$ cat src/rtl/particle_raster_if.sv
// particle_raster_if: frame sampling inputs plus the row scan-out handshake
interface particle_raster_if #(
  parameter int NUM_PART = 3,
  parameter int COORD_W = 32
);
  logic frame_tick;
  logic [NUM_PART*COORD_W-1:0] px_flat;
  logic [NUM_PART*COORD_W-1:0] py_flat;
  logic row_valid;
  logic row_ready;
  logic [3:0] row_idx;
  logic [15:0] row_data;
  logic busy;
  logic frame_done;
  logic [7:0] clip_cnt;
  logic overrun;
  modport slave (
    input frame_tick, px_flat, py_flat, row_ready,
    output row_valid, row_idx, row_data, busy, frame_done, clip_cnt, overrun
  );
  modport master (
    output frame_tick, px_flat, py_flat, row_ready,
    input row_valid, row_idx, row_data, busy, frame_done, clip_cnt, overrun
  );
endinterface

$ cat src/rtl/particle_raster.sv
// particle_raster: plots sampled particle positions into a double-buffered 16x16 bitmap
module particle_raster #(
  parameter int NUM_PART = 3,
  parameter int FRAC_BITS = 4,
  parameter int COORD_W = 32
) (
  input logic clk,
  input logic reset,
  particle_raster_if.slave bus
);
  typedef enum logic [1:0] {IDLE, CLEAR, PLOT, SWAP} state_t;
  state_t state, state_nx;
  logic [3:0] cnt, row_idx;
  logic [NUM_PART*COORD_W-1:0] lx, ly;
  logic [15:0] mem [2][16];
  logic sel, row_valid, boundary, last;
  logic [4:0] cx, cy;
  logic [8:0] clip_sum;
  logic [7:0] clip_cnt;
  logic overrun;

  function automatic logic [4:0] to_cell(input logic [COORD_W-1:0] c);
    logic signed [COORD_W-1:0] s;
    s = $signed(c) >>> FRAC_BITS;
    return s < 0 ? 5'h10 : s > 15 ? 5'h1f : {1'b0, s[3:0]};
  endfunction

  // bit 4 of each cell flags a clamp on that axis
  assign cx = to_cell(lx[COORD_W-1:0]);
  assign cy = to_cell(ly[COORD_W-1:0]);
  assign clip_sum = {1'b0, clip_cnt} + {8'd0, cx[4]} + {8'd0, cy[4]};
  assign boundary = row_valid && bus.row_ready && row_idx == 4'd15;
  assign last = state == CLEAR ? cnt == 4'd15 : cnt == 4'(NUM_PART - 1);

  always_ff @(posedge clk)
    state <= !reset ? IDLE : state_nx;

  always_comb begin
    state_nx = state == IDLE  ? (bus.frame_tick ? CLEAR : IDLE)
             : state == CLEAR ? (last ? PLOT : CLEAR)
             : state == PLOT  ? (last ? SWAP : PLOT)
             : (boundary ? IDLE : SWAP);
  end

  always_comb begin
    bus.busy = state != IDLE;
    bus.frame_done = state == SWAP && boundary;
  end

  // latched coordinates shift down one particle per PLOT cycle
  always_ff @(posedge clk) begin
    if (!reset) begin
      cnt <= '0;
      row_idx <= '0;
      row_valid <= 1'b0;
      sel <= 1'b0;
      clip_cnt <= '0;
      overrun <= 1'b0;
      lx <= '0;
      ly <= '0;
      mem <= '{default: '0};
    end else begin
      row_valid <= 1'b1;
      if (row_valid && bus.row_ready) row_idx <= row_idx + 4'd1;
      if (bus.frame_tick && state != IDLE) overrun <= 1'b1;
      cnt <= state != state_nx ? 4'd0 : cnt + 4'd1;
      if (state == IDLE && bus.frame_tick) begin
        lx <= bus.px_flat;
        ly <= bus.py_flat;
      end
      if (state == CLEAR) mem[~sel][cnt] <= '0;
      if (state == PLOT) begin
        mem[~sel][~cy[3:0]][cx[3:0]] <= 1'b1;
        lx <= lx >> COORD_W;
        ly <= ly >> COORD_W;
        clip_cnt <= clip_sum[8] ? 8'hff : clip_sum[7:0];
      end
      if (state == SWAP && boundary) sel <= ~sel;
    end
  end

  assign bus.row_valid = row_valid;
  assign bus.row_idx = row_idx;
  assign bus.row_data = mem[sel][row_idx];
  assign bus.clip_cnt = clip_cnt;
  assign bus.overrun = overrun;
endmodule

$ cat src/flat_wrapper.sv
// flat-port wrapper written by rule: the top's interface ports become plain ports
module particle_raster_flat 
#(
  parameter int NUM_PART = 3,
  parameter int FRAC_BITS = 4,
  parameter int COORD_W = 32
)
  (clk, reset, bus_frame_tick, bus_px_flat, bus_py_flat, bus_row_ready, bus_row_valid, bus_row_idx, bus_row_data, bus_busy, bus_frame_done, bus_clip_cnt, bus_overrun);
  particle_raster_if #(.NUM_PART(NUM_PART), .COORD_W(COORD_W)) bus_i ();
  input logic clk;
  input logic reset;
  input wire logic [$bits(bus_i.frame_tick)-1:0] bus_frame_tick;
  input wire logic [$bits(bus_i.px_flat)-1:0] bus_px_flat;
  input wire logic [$bits(bus_i.py_flat)-1:0] bus_py_flat;
  input wire logic [$bits(bus_i.row_ready)-1:0] bus_row_ready;
  output wire logic [$bits(bus_i.row_valid)-1:0] bus_row_valid;
  output wire logic [$bits(bus_i.row_idx)-1:0] bus_row_idx;
  output wire logic [$bits(bus_i.row_data)-1:0] bus_row_data;
  output wire logic [$bits(bus_i.busy)-1:0] bus_busy;
  output wire logic [$bits(bus_i.frame_done)-1:0] bus_frame_done;
  output wire logic [$bits(bus_i.clip_cnt)-1:0] bus_clip_cnt;
  output wire logic [$bits(bus_i.overrun)-1:0] bus_overrun;
  assign bus_i.frame_tick = bus_frame_tick;
  assign bus_i.px_flat = bus_px_flat;
  assign bus_i.py_flat = bus_py_flat;
  assign bus_i.row_ready = bus_row_ready;
  assign bus_row_valid = bus_i.row_valid;
  assign bus_row_idx = bus_i.row_idx;
  assign bus_row_data = bus_i.row_data;
  assign bus_busy = bus_i.busy;
  assign bus_frame_done = bus_i.frame_done;
  assign bus_clip_cnt = bus_i.clip_cnt;
  assign bus_overrun = bus_i.overrun;
  particle_raster #(.NUM_PART(NUM_PART), .FRAC_BITS(FRAC_BITS), .COORD_W(COORD_W)) u_core (.clk(clk), .reset(reset), .bus(bus_i));
endmodule
$ cat config.mk
export PLATFORM = sky130hd
export DESIGN_NAME = particle_raster_flat
export DESIGN_NICKNAME = d
export VERILOG_FILES = /design/src/rtl/particle_raster_if.sv /design/src/rtl/particle_raster.sv /design/src/flat_wrapper.sv
export SDC_FILE = /design/constraint.sdc
export NUM_CORES = 2
export LEC_CHECK = 0
export ABC_AREA = 1
export CAP_MARGIN = 25
export CELL_PAD_IN_SITES_DETAIL_PLACEMENT = 0
export CELL_PAD_IN_SITES_GLOBAL_PLACEMENT = 1
export CORE_ASPECT_RATIO = 1.75
export CORE_UTILIZATION = 39
export CTS_CLUSTER_SIZE = 20
export DETAILED_ROUTE_END_ITERATION = 10
export PLACE_DENSITY = 0.82
export SETUP_SLACK_MARGIN = 0.1
export SYNTH_ARGS = -nofsm -noshare
export SYNTH_HDL_FRONTEND = slang
export SYNTH_SLANG_ARGS = --single-unit
$ cat constraint.sdc
create_clock -name clk -period 2.13 [get_ports clk]
set_input_delay 0.5325 -clock clk [delete_from_list [all_inputs] [get_ports clk]]
set_output_delay 0.5325 -clock clk [all_outputs]
set_load 0.01 [all_outputs]
==> impl_metrics.toml <==
[global_routing]
grt_pass1_vias = 32090
gr-total-overflow = 0
antenna_found_initial = 0
track_usage_pct = 29.69
grt_max_degree = 114
grt_pass1_wl_um = 190600

[worst_setup_path]
crit_fanout = 11
cp.arrival_ns = 2.57
worstSetupPathType = "flip-flop to output port"
cp.buffers_inverters = 3
reg2reg_slack_ns = -0.17
r2r-end = "u_core.mem[144]$_SDFF_PN0_"
worstPathRequired_ns = 1.60
cpPeakStageDelay_ns = 0.47
cp-end-kind = "output port"
cp-start-kind = "flip-flop"
crit_path_top_delay_cell = "dfxtp_4"
cpLargestDelayFamily = "compound AO/OA/AOI/OAI gates"
path_cells = "buf_12 -> buf_8 -> o21ai_0 -> o221ai_1 -> nand3_2 -> nand2_2 -> nor2_1 -> a21oi_2 -> buf_2"
cp-startpoint = "u_core.sel$_SDFFE_PN0P_"
r2r_cells = 15
regToRegStartpoint = "u_core.ly[13]$_SDFFE_PN0P_"

[min_path]
min_from = "u_core.lx[74]$_SDFFE_PP0P_"
whs_endpoint = "u_core.lx[74]$_SDFFE_PP0P_"
holdCritPathClass = "flip-flop to flip-flop"
hold_path_depth = 2

[floorplan]
core_um2 = 81150
ios = 228
design.die.area_um2 = 83290
die_h_um = 381.0
die_width_um = 218.6
start_util_pct = 39.45
rows = 138

[timing]
drv_slew = 0
final-setup-viol-count = 263
final_hold_viol_count = 0
relSlewSlack_pct = 56.30
max_freq_ghz = 0.3223
fin_skew_ns = 0.03598
tightest_slew_ns = 0.6554
fin_hold_ws_ns = 0.4481
fin_ws_ns = -0.9726
rsz0062_at_grt = "true"
period_needed_ns = 3.103
period_share_pct = 145.7

[synthesis]
ys_ff_latch = 701
synth_area_leaders = "dfxtp_1 44%, a21oi_1 10%, nand3_1 8.8%"
yosysWarnings = 0
synth-async-reset-ratio_pct = 0
ys.flop_type = "dfxtp_1"
yosys.cell_types.count = 34
yosysMostFrequentCell = "dfxtp_1"
synth_nets = 4614
synth_seq_area_share_pct = 43.83
syn_area_um2 = 32020
synthCells = 4411
synthTopCellsByCount = "701 x dfxtp_1, 694 x nand2_1, 638 x a21oi_1, 560 x nand3_1, 427 x nor2_1"
synth_edf_count = 0
syn_area_per_cell_um2 = 7.259
post-synth-top-area-fraction_pct = 43.83
synth_area_leader_cell = "dfxtp_1"

[drt]
wl_um = 133000
vias_per_cell = 5.855
drtPass1Iterations = 8
ant_nets = 0
remaining_drc_errors = 0
drtIter0Drc = 3542
wire_per_inst_um = 22.67
vias = 34330

[final_layout]
layout-drive-gt1-share_pct = 23.27
syn_to_final_growth_pct = 40.81
nets = 4970
antenna_cells = 0
final_core_util_pct = 55.56

[cts]
clockBufferDepth = 3
root_buffer = "clkbuf_16"
path_clk_slew_ns = 0.07
cts_tree = "done"
clock-sinks = 701
clkLatencyLatePin_ns = 0.65
cts_buffers = 69
h-tree-depth = 3
hold_buffers = 0

[placement]
port_buffers = 203
dp_hpwl_um = 75160
gp_congestion = 0.8938

[outcome]
failed_checks = "negative setup slack"
status = "finished with violations"

[power]
ir_drop_v = 0.0007576
leakagePower_nw = 15.31
power_density_nw_per_um2 = 716.3

[run]
max_cap_violations = 0
-- through the flow --
step                      std cells  worst slack [ns]  power, mW  area (um2)  setup TNS [ns]
after detailed placement       5570           -0.8281      19.40       37550          -17.84
after global routing           5864            -1.029      33.46       45090          -91.67
after CTS                      5807            -1.001      32.01       42470          -34.74
after floorplan                4411            0.1005      17.06       32130               0
after global placement         5570           -0.8207      19.32       37550          -14.21
final                          5864           -0.9726      32.29       45090          -31.97
-- worst min-delay path: cells and delay by family (launching register included) --
| kind | cells | cell delay, ns |
|---|---|---|
| AOI/OAI and AO/OA | 1 | 0.05 |
| buffers and inverters | 1 | 0.06 |
| DFF | 1 | 0.30 |
-- registers in the layout, summed over array words and instances (netlist names) --
register,cells
u_core.lx,84
u_core.ly,84
u_core.cnt,4
u_core.bus.clip_cnt,8
u_core.sel,1
u_core.state,2
u_core.bus.row_valid,1
u_core.bus.row_idx,4
u_core.bus.overrun,1
u_core.mem,512
-- how the worst max path moves through the flow --
| stage | end | slack (ns) | cells after the start |
|---|---|---|---|
| floorplan | bus_row_data[4] | 0.10 | 8 |
| global placement | bus_row_data[5] | -0.82 | 9 |
| detailed placement | bus_row_data[5] | -0.83 | 9 |
| CTS | bus_row_data[2] | -1.00 | 11 |
| global route | bus_row_data[8] | -1.03 | 10 |
| finish | bus_row_data[15] | -0.97 | 9 |
-- what timing repair did --
action                     4_1_cts  5_1_grt
pin swaps                      120      252
gates cloned                    36       25
setup endpoints to repair      538      548
resized for setup              371      427
buffers inserted                86       35
-- layer usage --
layer | wire length [um] | track usage [%] | up-vias
li1 | - | - | 15860
met1 | 46580 | 32.89 | 16230
met2 | 64210 | 50.52 | 1737
met3 | 11310 | 5.597 | 510
met4 | 10850 | 20.93 | 0
met5 | 0 | 0 | -
-- placed cells by master, fill, tap and decap left out, drive strengths merged, types with 2 or more instances in the layout --
cell type,count
nand3,560
xor2,4
clkdlybuf4s50,175
nor2,465
a31oi,16
o21a,3
bufinv,2
nor4,2
o22ai,25
buf,511
inv,167
o21ai,411
o221ai,98
nand4,20
clkinvlp,2
clkbuf,122
dfxtp,701
dlygate4sd2,6
a21oi,638
and2,3
nand2,699
ha,6
bufbuf,6
clkinv,13
nor3,5
a211oi,148
clkdlybuf4s15,3
-- cell type report --
class                      instances  area, um2
clock buffer                     100       1994
clock inverter                    18      163.9
fill                            7379      36070
inverter                         166      650.6
multi-input combinational       3106      17740
sequential                       701      14070
tap                             1050       1314
timing repair buffer             723       9150
-- cells by family (layout without fill, tap and decap cells) --
kind of cell / count (synthesis) / in the layout / synth area share, %
DFF: 701 / 701 / 43.83
adders and majority gates: 7 / 7 / 0.2970
buffers and inverters: 604 / 1007 / 8.097
AOI/OAI and AO/OA: 1340 / 1340 / 23.44
xor gates and xnor gates: 4 / 4 / 0.1094
and+or+nand+nor: 1755 / 1755 / 24.22
-- power breakdown --
group          leakage [nW]  switching [mW]  internal [mW]
clock                  1.06            5.46           6.75
combinational          8.55            3.73           2.43
sequential             5.69           0.242           13.7
Power figures use the tool's default switching activity.
